--- src/rtl/dcache_if.sv ---
// Datapath-side and memory-side signals of the data cache.
// The slave modport is the cache's view; master is the datapath/memory environment.
`timescale 1ns/1ps
interface dcache_if;
  logic        halt;
  logic        dmemREN;
  logic        dmemWEN;
  logic [31:0] dmemaddr;
  logic [31:0] dmemstore;
  logic        dhit;
  logic [31:0] dmemload;
  logic        flushed;
  logic        dREN;
  logic        dWEN;
  logic [31:0] daddr;
  logic [31:0] dstore;
  logic [31:0] dload;
  logic        dwait;

  modport slave (
    input  halt, dmemREN, dmemWEN, dmemaddr, dmemstore, dload, dwait,
    output dhit, dmemload, flushed, dREN, dWEN, daddr, dstore
  );

  modport master (
    output halt, dmemREN, dmemWEN, dmemaddr, dmemstore, dload, dwait,
    input  dhit, dmemload, flushed, dREN, dWEN, daddr, dstore
  );
endinterface

--- src/rtl/dcache.sv ---
// Direct-mapped, 16-set, one-word-per-line write-back data cache with
// halt-triggered flush that finally writes the hit count to 0x3100.
`timescale 1ns/1ps
module dcache (
  input  logic     CLK,
  input  logic     nRST,
  dcache_if.slave  dcif
);
  typedef enum logic [2:0] {IDLE, WB, FETCH, FLUSH, CNT, HALTED} state_t;

  state_t      state, nextState;
  logic [15:0] valid, dirty;
  logic [25:0] tags [16];
  logic [31:0] data [16];
  logic [3:0]  flushIdx;
  logic [31:0] hitCount;

  logic [3:0]  idx;
  logic [25:0] reqTag;
  logic        req, hit, victimDirty, flushDirty;
  logic        fill, flushStep, flushClean;

  assign idx         = dcif.dmemaddr[5:2];
  assign reqTag      = dcif.dmemaddr[31:6];
  assign req         = dcif.dmemREN | dcif.dmemWEN;
  assign hit         = req & valid[idx] & (tags[idx] == reqTag) & ~dcif.halt;
  assign victimDirty = valid[idx] & dirty[idx];
  assign flushDirty  = valid[flushIdx] & dirty[flushIdx];

  always_comb begin
    nextState     = state;
    dcif.dhit     = 1'b0;
    dcif.dmemload = '0;
    dcif.flushed  = 1'b0;
    dcif.dREN     = 1'b0;
    dcif.dWEN     = 1'b0;
    dcif.daddr    = '0;
    dcif.dstore   = '0;
    fill          = 1'b0;
    flushStep     = 1'b0;
    flushClean    = 1'b0;
    case (state)
      IDLE: begin
        if (dcif.halt) begin
          nextState = FLUSH;
        end else if (hit) begin
          dcif.dhit = 1'b1;
          // Simultaneous read and write is served as a write, so no load data.
          if (!dcif.dmemWEN) dcif.dmemload = data[idx];
        end else if (req) begin
          nextState = victimDirty ? WB : FETCH;
        end
      end
      WB: begin
        dcif.dWEN   = 1'b1;
        dcif.daddr  = {tags[idx], idx, 2'b00};
        dcif.dstore = data[idx];
        if (!dcif.dwait) nextState = FETCH;
      end
      FETCH: begin
        dcif.dREN  = 1'b1;
        dcif.daddr = {dcif.dmemaddr[31:2], 2'b00};
        if (!dcif.dwait) begin
          fill      = 1'b1;
          nextState = IDLE;
        end
      end
      FLUSH: begin
        if (flushDirty) begin
          dcif.dWEN   = 1'b1;
          dcif.daddr  = {tags[flushIdx], flushIdx, 2'b00};
          dcif.dstore = data[flushIdx];
          if (!dcif.dwait) begin
            flushClean = 1'b1;
            flushStep  = 1'b1;
          end
        end else begin
          flushStep = 1'b1;
        end
        if (flushStep && flushIdx == 4'd15) nextState = CNT;
      end
      CNT: begin
        dcif.dWEN   = 1'b1;
        dcif.daddr  = 32'h0000_3100;
        dcif.dstore = hitCount;
        if (!dcif.dwait) nextState = HALTED;
      end
      HALTED: begin
        dcif.flushed = 1'b1;
      end
      default: nextState = IDLE;
    endcase
  end

  always_ff @(posedge CLK or negedge nRST) begin
    if (!nRST) begin
      state    <= IDLE;
      flushIdx <= '0;
      hitCount <= '0;
    end else begin
      state <= nextState;
      if (state == IDLE && dcif.halt) flushIdx <= '0;
      else if (flushStep)             flushIdx <= flushIdx + 4'd1;
      if (dcif.dhit) hitCount <= hitCount + 32'd1;
    end
  end

  always_ff @(posedge CLK or negedge nRST) begin
    if (!nRST) begin
      valid <= '0;
      dirty <= '0;
    end else begin
      if (fill) begin
        valid[idx] <= 1'b1;
        dirty[idx] <= 1'b0;
      end else if (dcif.dhit && dcif.dmemWEN) begin
        dirty[idx] <= 1'b1;
      end
      if (flushClean) dirty[flushIdx] <= 1'b0;
    end
  end

  // Tag/data need no reset: they are meaningless while valid is clear.
  always_ff @(posedge CLK) begin
    if (fill) begin
      tags[idx] <= reqTag;
      data[idx] <= dcif.dload;
    end else if (dcif.dhit && dcif.dmemWEN) begin
      data[idx] <= dcif.dmemstore;
    end
  end
endmodule

--- src/flat_wrapper.sv ---
// flat-port wrapper written by rule: the top's interface ports become plain ports
module dcache_flat 
  (CLK, nRST, dcif_halt, dcif_dmemREN, dcif_dmemWEN, dcif_dmemaddr, dcif_dmemstore, dcif_dload, dcif_dwait, dcif_dhit, dcif_dmemload, dcif_flushed, dcif_dREN, dcif_dWEN, dcif_daddr, dcif_dstore);
  dcache_if dcif_i ();
  input  logic CLK;
  input  logic nRST;
  input wire logic [$bits(dcif_i.halt)-1:0] dcif_halt;
  input wire logic [$bits(dcif_i.dmemREN)-1:0] dcif_dmemREN;
  input wire logic [$bits(dcif_i.dmemWEN)-1:0] dcif_dmemWEN;
  input wire logic [$bits(dcif_i.dmemaddr)-1:0] dcif_dmemaddr;
  input wire logic [$bits(dcif_i.dmemstore)-1:0] dcif_dmemstore;
  input wire logic [$bits(dcif_i.dload)-1:0] dcif_dload;
  input wire logic [$bits(dcif_i.dwait)-1:0] dcif_dwait;
  output wire logic [$bits(dcif_i.dhit)-1:0] dcif_dhit;
  output wire logic [$bits(dcif_i.dmemload)-1:0] dcif_dmemload;
  output wire logic [$bits(dcif_i.flushed)-1:0] dcif_flushed;
  output wire logic [$bits(dcif_i.dREN)-1:0] dcif_dREN;
  output wire logic [$bits(dcif_i.dWEN)-1:0] dcif_dWEN;
  output wire logic [$bits(dcif_i.daddr)-1:0] dcif_daddr;
  output wire logic [$bits(dcif_i.dstore)-1:0] dcif_dstore;
  assign dcif_i.halt = dcif_halt;
  assign dcif_i.dmemREN = dcif_dmemREN;
  assign dcif_i.dmemWEN = dcif_dmemWEN;
  assign dcif_i.dmemaddr = dcif_dmemaddr;
  assign dcif_i.dmemstore = dcif_dmemstore;
  assign dcif_i.dload = dcif_dload;
  assign dcif_i.dwait = dcif_dwait;
  assign dcif_dhit = dcif_i.dhit;
  assign dcif_dmemload = dcif_i.dmemload;
  assign dcif_flushed = dcif_i.flushed;
  assign dcif_dREN = dcif_i.dREN;
  assign dcif_dWEN = dcif_i.dWEN;
  assign dcif_daddr = dcif_i.daddr;
  assign dcif_dstore = dcif_i.dstore;
  dcache u_core (.CLK(CLK), .nRST(nRST), .dcif(dcif_i));
endmodule
--- config.mk ---
export PLATFORM = sky130hd
export DESIGN_NAME = dcache_flat
export DESIGN_NICKNAME = d
export VERILOG_FILES = /design/src/rtl/dcache_if.sv /design/src/rtl/dcache.sv /design/src/flat_wrapper.sv
export SDC_FILE = /design/constraint.sdc
export NUM_CORES = 1
export LEC_CHECK = 0
export CORE_AREA = 2 2 308 310
export DETAILED_ROUTE_END_ITERATION = 10
export DIE_AREA = 0 0 310 312
export PLACE_DENSITY = 0.8
export REMOVE_ABC_BUFFERS = 1
export SLEW_MARGIN = 30
export SYNTH_ARGS = -nofsm -noshare
export SYNTH_HDL_FRONTEND = slang
export SYNTH_SLANG_ARGS = --single-unit
--- constraint.sdc ---
create_clock -name CLK -period 6.7 [get_ports CLK]
set_input_delay 1.34 -clock CLK [delete_from_list [all_inputs] [get_ports CLK]]
set_output_delay 1.34 -clock CLK [all_outputs]
set_load 0.03 [all_outputs]
After elaboration in Yosys (flattened, before gate mapping)
Memory sizes are Yosys's and may differ from the RTL's.
Index checks and enable logic that the tools add are counted.

operators by class
  $lt $le $gt $ge = 4
  multiplexer cells = 54
  multipliers = 0
  divide/modulo/power cells = 0
  add/subtract/negate cells = 2
  equality and inequality tests = 13
  shift operators = 0
  reductions and logical operators = 9
  bitwise operators = 15

operators by type and width
  kind                                                                                  number
  32-bit two-way mux                                                                    7
  32-bit case mux with 4 select lines                                                   1
  32-bit case mux with 3 select lines                                                   1
  16-bit two-way mux                                                                    3
  32-bit by 1-bit adder with 32-bit output (second input constant)                      1
  16-bit bitwise AND                                                                    2
  16-bit NOT                                                                            2
  16-bit OR                                                                             2
  26-bit equality test                                                                  1
  1-bit two-way mux                                                                     24
  3-bit two-way mux                                                                     7
  3-bit case mux with 6 select lines                                                    1
  1-bit binary-select mux with 4-bit select                                             4
  4-bit by 5-bit < comparator with 1-bit output (second input constant)                 2
  1-bit demux with 4-bit select                                                         2
  4-bit by 1-bit greater-or-equal comparator with 1-bit output (second input constant)  2
  4-bit two-way mux                                                                     2
  7-bit AND reduction                                                                   1
  3-bit by 2-bit equality test with 1-bit output (second input constant)                2
  3-bit equality test (second input constant)                                           2
  2-bit inequality test (second input constant)                                         3
  1-bit bitwise AND                                                                     5
  1-bit logical AND                                                                     5
  4-bit by 1-bit adder with 4-bit output (second input constant)                        1
  other kinds (12)                                                                      14

word-level totals
  word-level logic and storage cells = 104
  bits in latches = 0
  memory bits (read-only) = 0
  memories kept = 2
  RAM bits = 928
  output and inout port bits = 100
  bits in registers = 71

memories
  name         depth  width  rd ports  clocked after Yosys merged registers in  write ports  RTL line      RTL
  u_core.data  16     32     2         0                                        1            dcache.sv:14  logic [31:0] data [16];
  u_core.tags  16     26     2         0                                        1            dcache.sv:13  logic [25:0] tags [16];

Longest topological paths before layout
  depth after elaboration = 13
  depth in mapped cells = 16

Worst setup path after synthesis
OpenSTA, ideal clock, no wires.

  path type = in2reg
  start = input port dcif_dmemaddr[3]
  end = memory u_core.data[10][0], enable pin
  required time = 6.234 ns
  slack = -0.051 ns
  arrival time = 6.286 ns
  stages on the path = 13
  setup time = 0.466 ns
  path through = clkbuf_1 buf_2 buf_1 mux4_2 a22oi_1 nand2_1 xor2_1 a2111oi_2 nand4b_1 nor4_2 buf_2 nand2_1 o21ai_0

on the way
  word-level cells in the longest chain between the ends = 13
  elaborated cells between the ends (all ways) = 15

ends and longest elaborated chain
  item                                                         RTL line            RTL
  start, declared                                              flat_wrapper.sv:10  input wire logic [$bits(dcif_i.dmemaddr)-1:0] dcif_dmemaddr;
  branches (longest 13 deep; another with memory 16 x 26 bit)  --
  end, declared                                                dcache.sv:14

Parallel ways; which one is timed is not known. The select of a mux whose other input is x is not followed.

Worst setup path after layout
  start = input port dcif_dmemaddr[4]
  end = output port dcif_dmemload[22]

on the way
  word-level cells in the longest chain between the ends = 8
  elaborated cells between the ends (all ways) = 12

ends and longest elaborated chain
  item                                                        RTL line            RTL
  branches (longest 5 deep; another with memory 16 x 26 bit)  --
  32-bit two-way mux *                                        dcache.sv:46        end else if (hit) begin
  32-bit two-way mux *                                        dcache.sv:44        if (dcif.halt) begin
  32-bit two-way mux *                                        dcache.sv:42        case (state)
  end, declared                                               flat_wrapper.sv:15  output wire logic [$bits(dcif_i.dmemload)-1:0] dcif_dmemload;

Every way passes the cells marked *. The select of a mux whose other input is x is not followed.

==> flow_summary_export.csv <==
group,metric,value,unit
cts,h-tree-depth,3,
sta,layout_min_cycle_time,6.59,ns
sta,relSlewSlack,0.320,
grt,grt_pass1_wl,202000,um
pwr,leakagePower,18.4,nW
yosys,ys_seq_elements,999,
cts,cts_setup_buffers,0,
worst_setup_path,required,5.36,ns
detailed_routing,wl,139000,um
detailed_routing,vias,29500,
cells_and_area,drive_above_1_share,0.321,
cells_and_area,final_common_cell,"edfxtp_1",
placement,dpl.hpwl,79600,um
cts,clkLatencyLatePin,0.68,ns
sta,rsz0062_at_grt,"false",
placement,placedCellCount,4031,
yosys,synth_top_family_by_area,"multiplexers",
pwr,vdd_ir_drop_max,0.326,mV
detailed_routing,dr.pass1.iters,6,
worst_setup_path,critical_path_buf_inv_count,5,
worst_setup_path,critPathTopFamily,"buffers and inverters",
grt,grt_antenna_before_repair,2,
yosys,synth_simple_gate_area_frac,0.0342,
worst_setup_path,critPathSlowestCell,"buf_2",
cts,cts_tree,"done",
sta,clock_skew,0.0258,ns
sta,tightest_slew,1.02,ns
floorplanning,coreArea,93000,um2
worst_setup_path,cp-start-kind,"input pin",
detailed_routing,route.detailed.drc,0,
worst_hold_path,hold_class,"reg2reg",
cts,cts_sinks,999,
cells_and_area,nets,2982,
cts,cts_resized,0,
grt,grt_max_degree,151,
floorplanning,die_h,312,um
sta,setup_viol,0,
sta,post-route-period-util,0.983,
detailed_routing,drtIter0Drc,4113,
worst_setup_path,end_kind,"primary output",
sta,fin_ws,0.113,ns
placement,gp_congestion,0.895,
worst_setup_path,arrival,5.25,ns
pwr,powerDensity,304,nW/um2
cts,numCtsBuffers,96,
cells_and_area,design_area,56000,um2
grt,grtUsageTotal,0.289,
sta,max_freq,152,MHz
yosys,synth_cells,2642,
cells_and_area,syn_to_final_growth,15.9,%
cells_and_area,layout_common_cells,"928 x edfxtp_1, 531 x mux4_2, 147 x clkdlybuf4s50_1, 122 x buf_4, 119 x nand2_1",
cts,clock_path_buffers,3,
sta,finalHoldViolations,0,
grt,grt-ovfl-total,0,
placement,placed_area,52800,um2
floorplanning,die-area,96700,um2
yosys,syn_area_per_cell,18.3,um2
grt,grt_pass1_vias,30500,
worst_setup_path,crit_chain,"buf_2, buf_4, or2_2, o22ai_1, a221oi_1, and2_1, a31oi_1, a2111o_1, or3_1, nor2_4, buf_4, and2_1, buf_12, buf_12",
flow_run,maxCapViolCount,0,
cts,clock-root-buffer,"clkbuf_16",
placement,pre_cts_ws,0.166,ns
floorplanning,start_util,0.519,
yosys,synth_compound_area_frac,0.0378,
detailed_routing,antenna_left,0,
worst_setup_path,cp_max_fo,22,
sta,finalMaxSlewViolations,0,
yosys,synth_edf_count,928,
floorplanning,num_rows,112,
yosys,yosysWarnings,0,
worst_setup_path,slowest_delay,0.59,ns
floorplanning,die_w,310,um
floorplanning,num_io_pins,202,
cts,clk_pin_slew,0.07,ns
cts,hold_buffers,0,
sta,setup_tns,0,ns
yosys,synthMuxAreaShare,0.276,
yosys,synth_cell_types,62,
yosys,ys.flop_type,"edfxtp_1",
worst_setup_path,path_class,"in2out",
detailed_routing,wire_per_inst,33.0,um
placement,io_buffers,197,
cells_and_area,fin_cells,4207,
yosys,syn_area,48300,um2
yosys,yosys.area_share.adder,0.00130,
yosys,ys_seq_area_frac,0.614,
sta,hold_ws,0.506,ns
yosys,synthXorXnorAreaFrac,0.0127,
detailed_routing,vias_per_cell,7.00,
yosys,async_reset_ff_frac,0.0711,
status,status,"finished, final reports clean",
## cell usage after synthesis (all sizes together) (5+ instances only)
cell type | number | area (um2)
xor2 | 44 | 385
o221ai | 14 | 123
nor4 | 10 | 75.1
nor2 | 60 | 225
a211oi | 8 | 60.1
nand2b | 14 | 87.6
o21a | 15 | 113
mux2i | 83 | 831
ha | 5 | 62.6
a311oi | 6 | 52.6
nand2 | 119 | 447
a21oi | 27 | 135
inv | 91 | 342
nand3 | 33 | 165
dfrtp | 71 | 1780
mux4 | 531 | 12000
clkbuf | 120 | 452
o22ai | 9 | 56.3
edfxtp | 928 | 27900
xnor2 | 26 | 228
a221oi | 10 | 87.6
a31oi | 12 | 75.1
buf | 74 | 385
or2 | 9 | 56.3
nand4 | 5 | 31.3
a22oi | 67 | 503
nor2b | 11 | 68.8
nor3 | 26 | 130
mux2 | 47 | 529
o21ai | 90 | 450
and3 | 8 | 50.1
and2 | 41 | 257
## power breakdown
group	internal, W	switching [W]	total (W)
Sequential	0.00697	0.000156	0.00713
Combinational	0.00206	0.00232	0.00438
Clock	0.00318	0.00233	0.00551
Total	0.0122	0.00481	0.0170
## worst reg2reg max path: stages (launching register included)
cell	delay, ns
edfxtp_1	0.40
mux4_2	0.55
a221oi_1	0.51
and2_1	0.20
a31oi_1	0.19
a2111o_1	0.49
or3_1	0.44
buf_4	0.31
o21a_1	0.43
nor2_4	0.17
buf_12	0.30
## cell type report
cell class,count,area [um2]
multi-input cells,1358,17700
flip-flops and latches,999,29700
inverters,92,352
fillers,6477,37100
repair buffers,328,3520
diodes,1,2.50
clock inverters,46,520
well taps,1254,1570
clock buffers,129,2640
## per-stage QoR
step / power (W) / utilization
after global placement: 0.0115 / 0.567
final: 0.0170 / 0.602
after global routing: 0.0175 / 0.602
after CTS: 0.0170 / 0.601
after floorplan: 0.0109 / -
after detailed placement: 0.0116 / 0.568
## worst paths after layout
kind | to | slack [ns] | startpoint | cells past startpoint
max in group asynchronous | u_core.flushIdx[2] | 5.44 | nRST | 1
worst max-delay path | dcif_dmemload[22] | 0.11 | dcif_dmemaddr[4] | 14
min in group asynchronous | u_core.hitCount[16] | 0.68 | nRST | 1
worst min-delay path | u_core.hitCount[16] | 0.51 | u_core.hitCount[16] | 1
worst min register to register | u_core.hitCount[16] | 0.51 | u_core.hitCount[16] | 1
worst max register to register | u_core.data[12][4] | 2.34 | u_core.tags[15][6] | 10
## state kept, by name (all words and copies together), names as in the netlist
signal	cells
u_core.data	512
u_core.dirty	16
u_core.flushIdx	4
u_core.hitCount	32
u_core.state	3
u_core.tags	416
u_core.valid	16
## metal layers
metal,GRT usage,vias up,wire [um]
met3,0.0680,371,17300
met1,0.383,15200,47500
met2,0.464,2364,67900
li1,-,11500,-
met5,0,-,10
met4,0.119,2,6070
## cells by family after synthesis
| kind of cell | after synthesis |
|---|---|
| flops | 999 |
| mux | 661 |
| simple gates | 344 |
| buf+inv | 286 |
| compound gates | 276 |
| xor+xnor | 70 |
| fa+ha+maj | 5 |
| other cells | 1 |
Note: power is estimated with default switching activity, not from simulation.
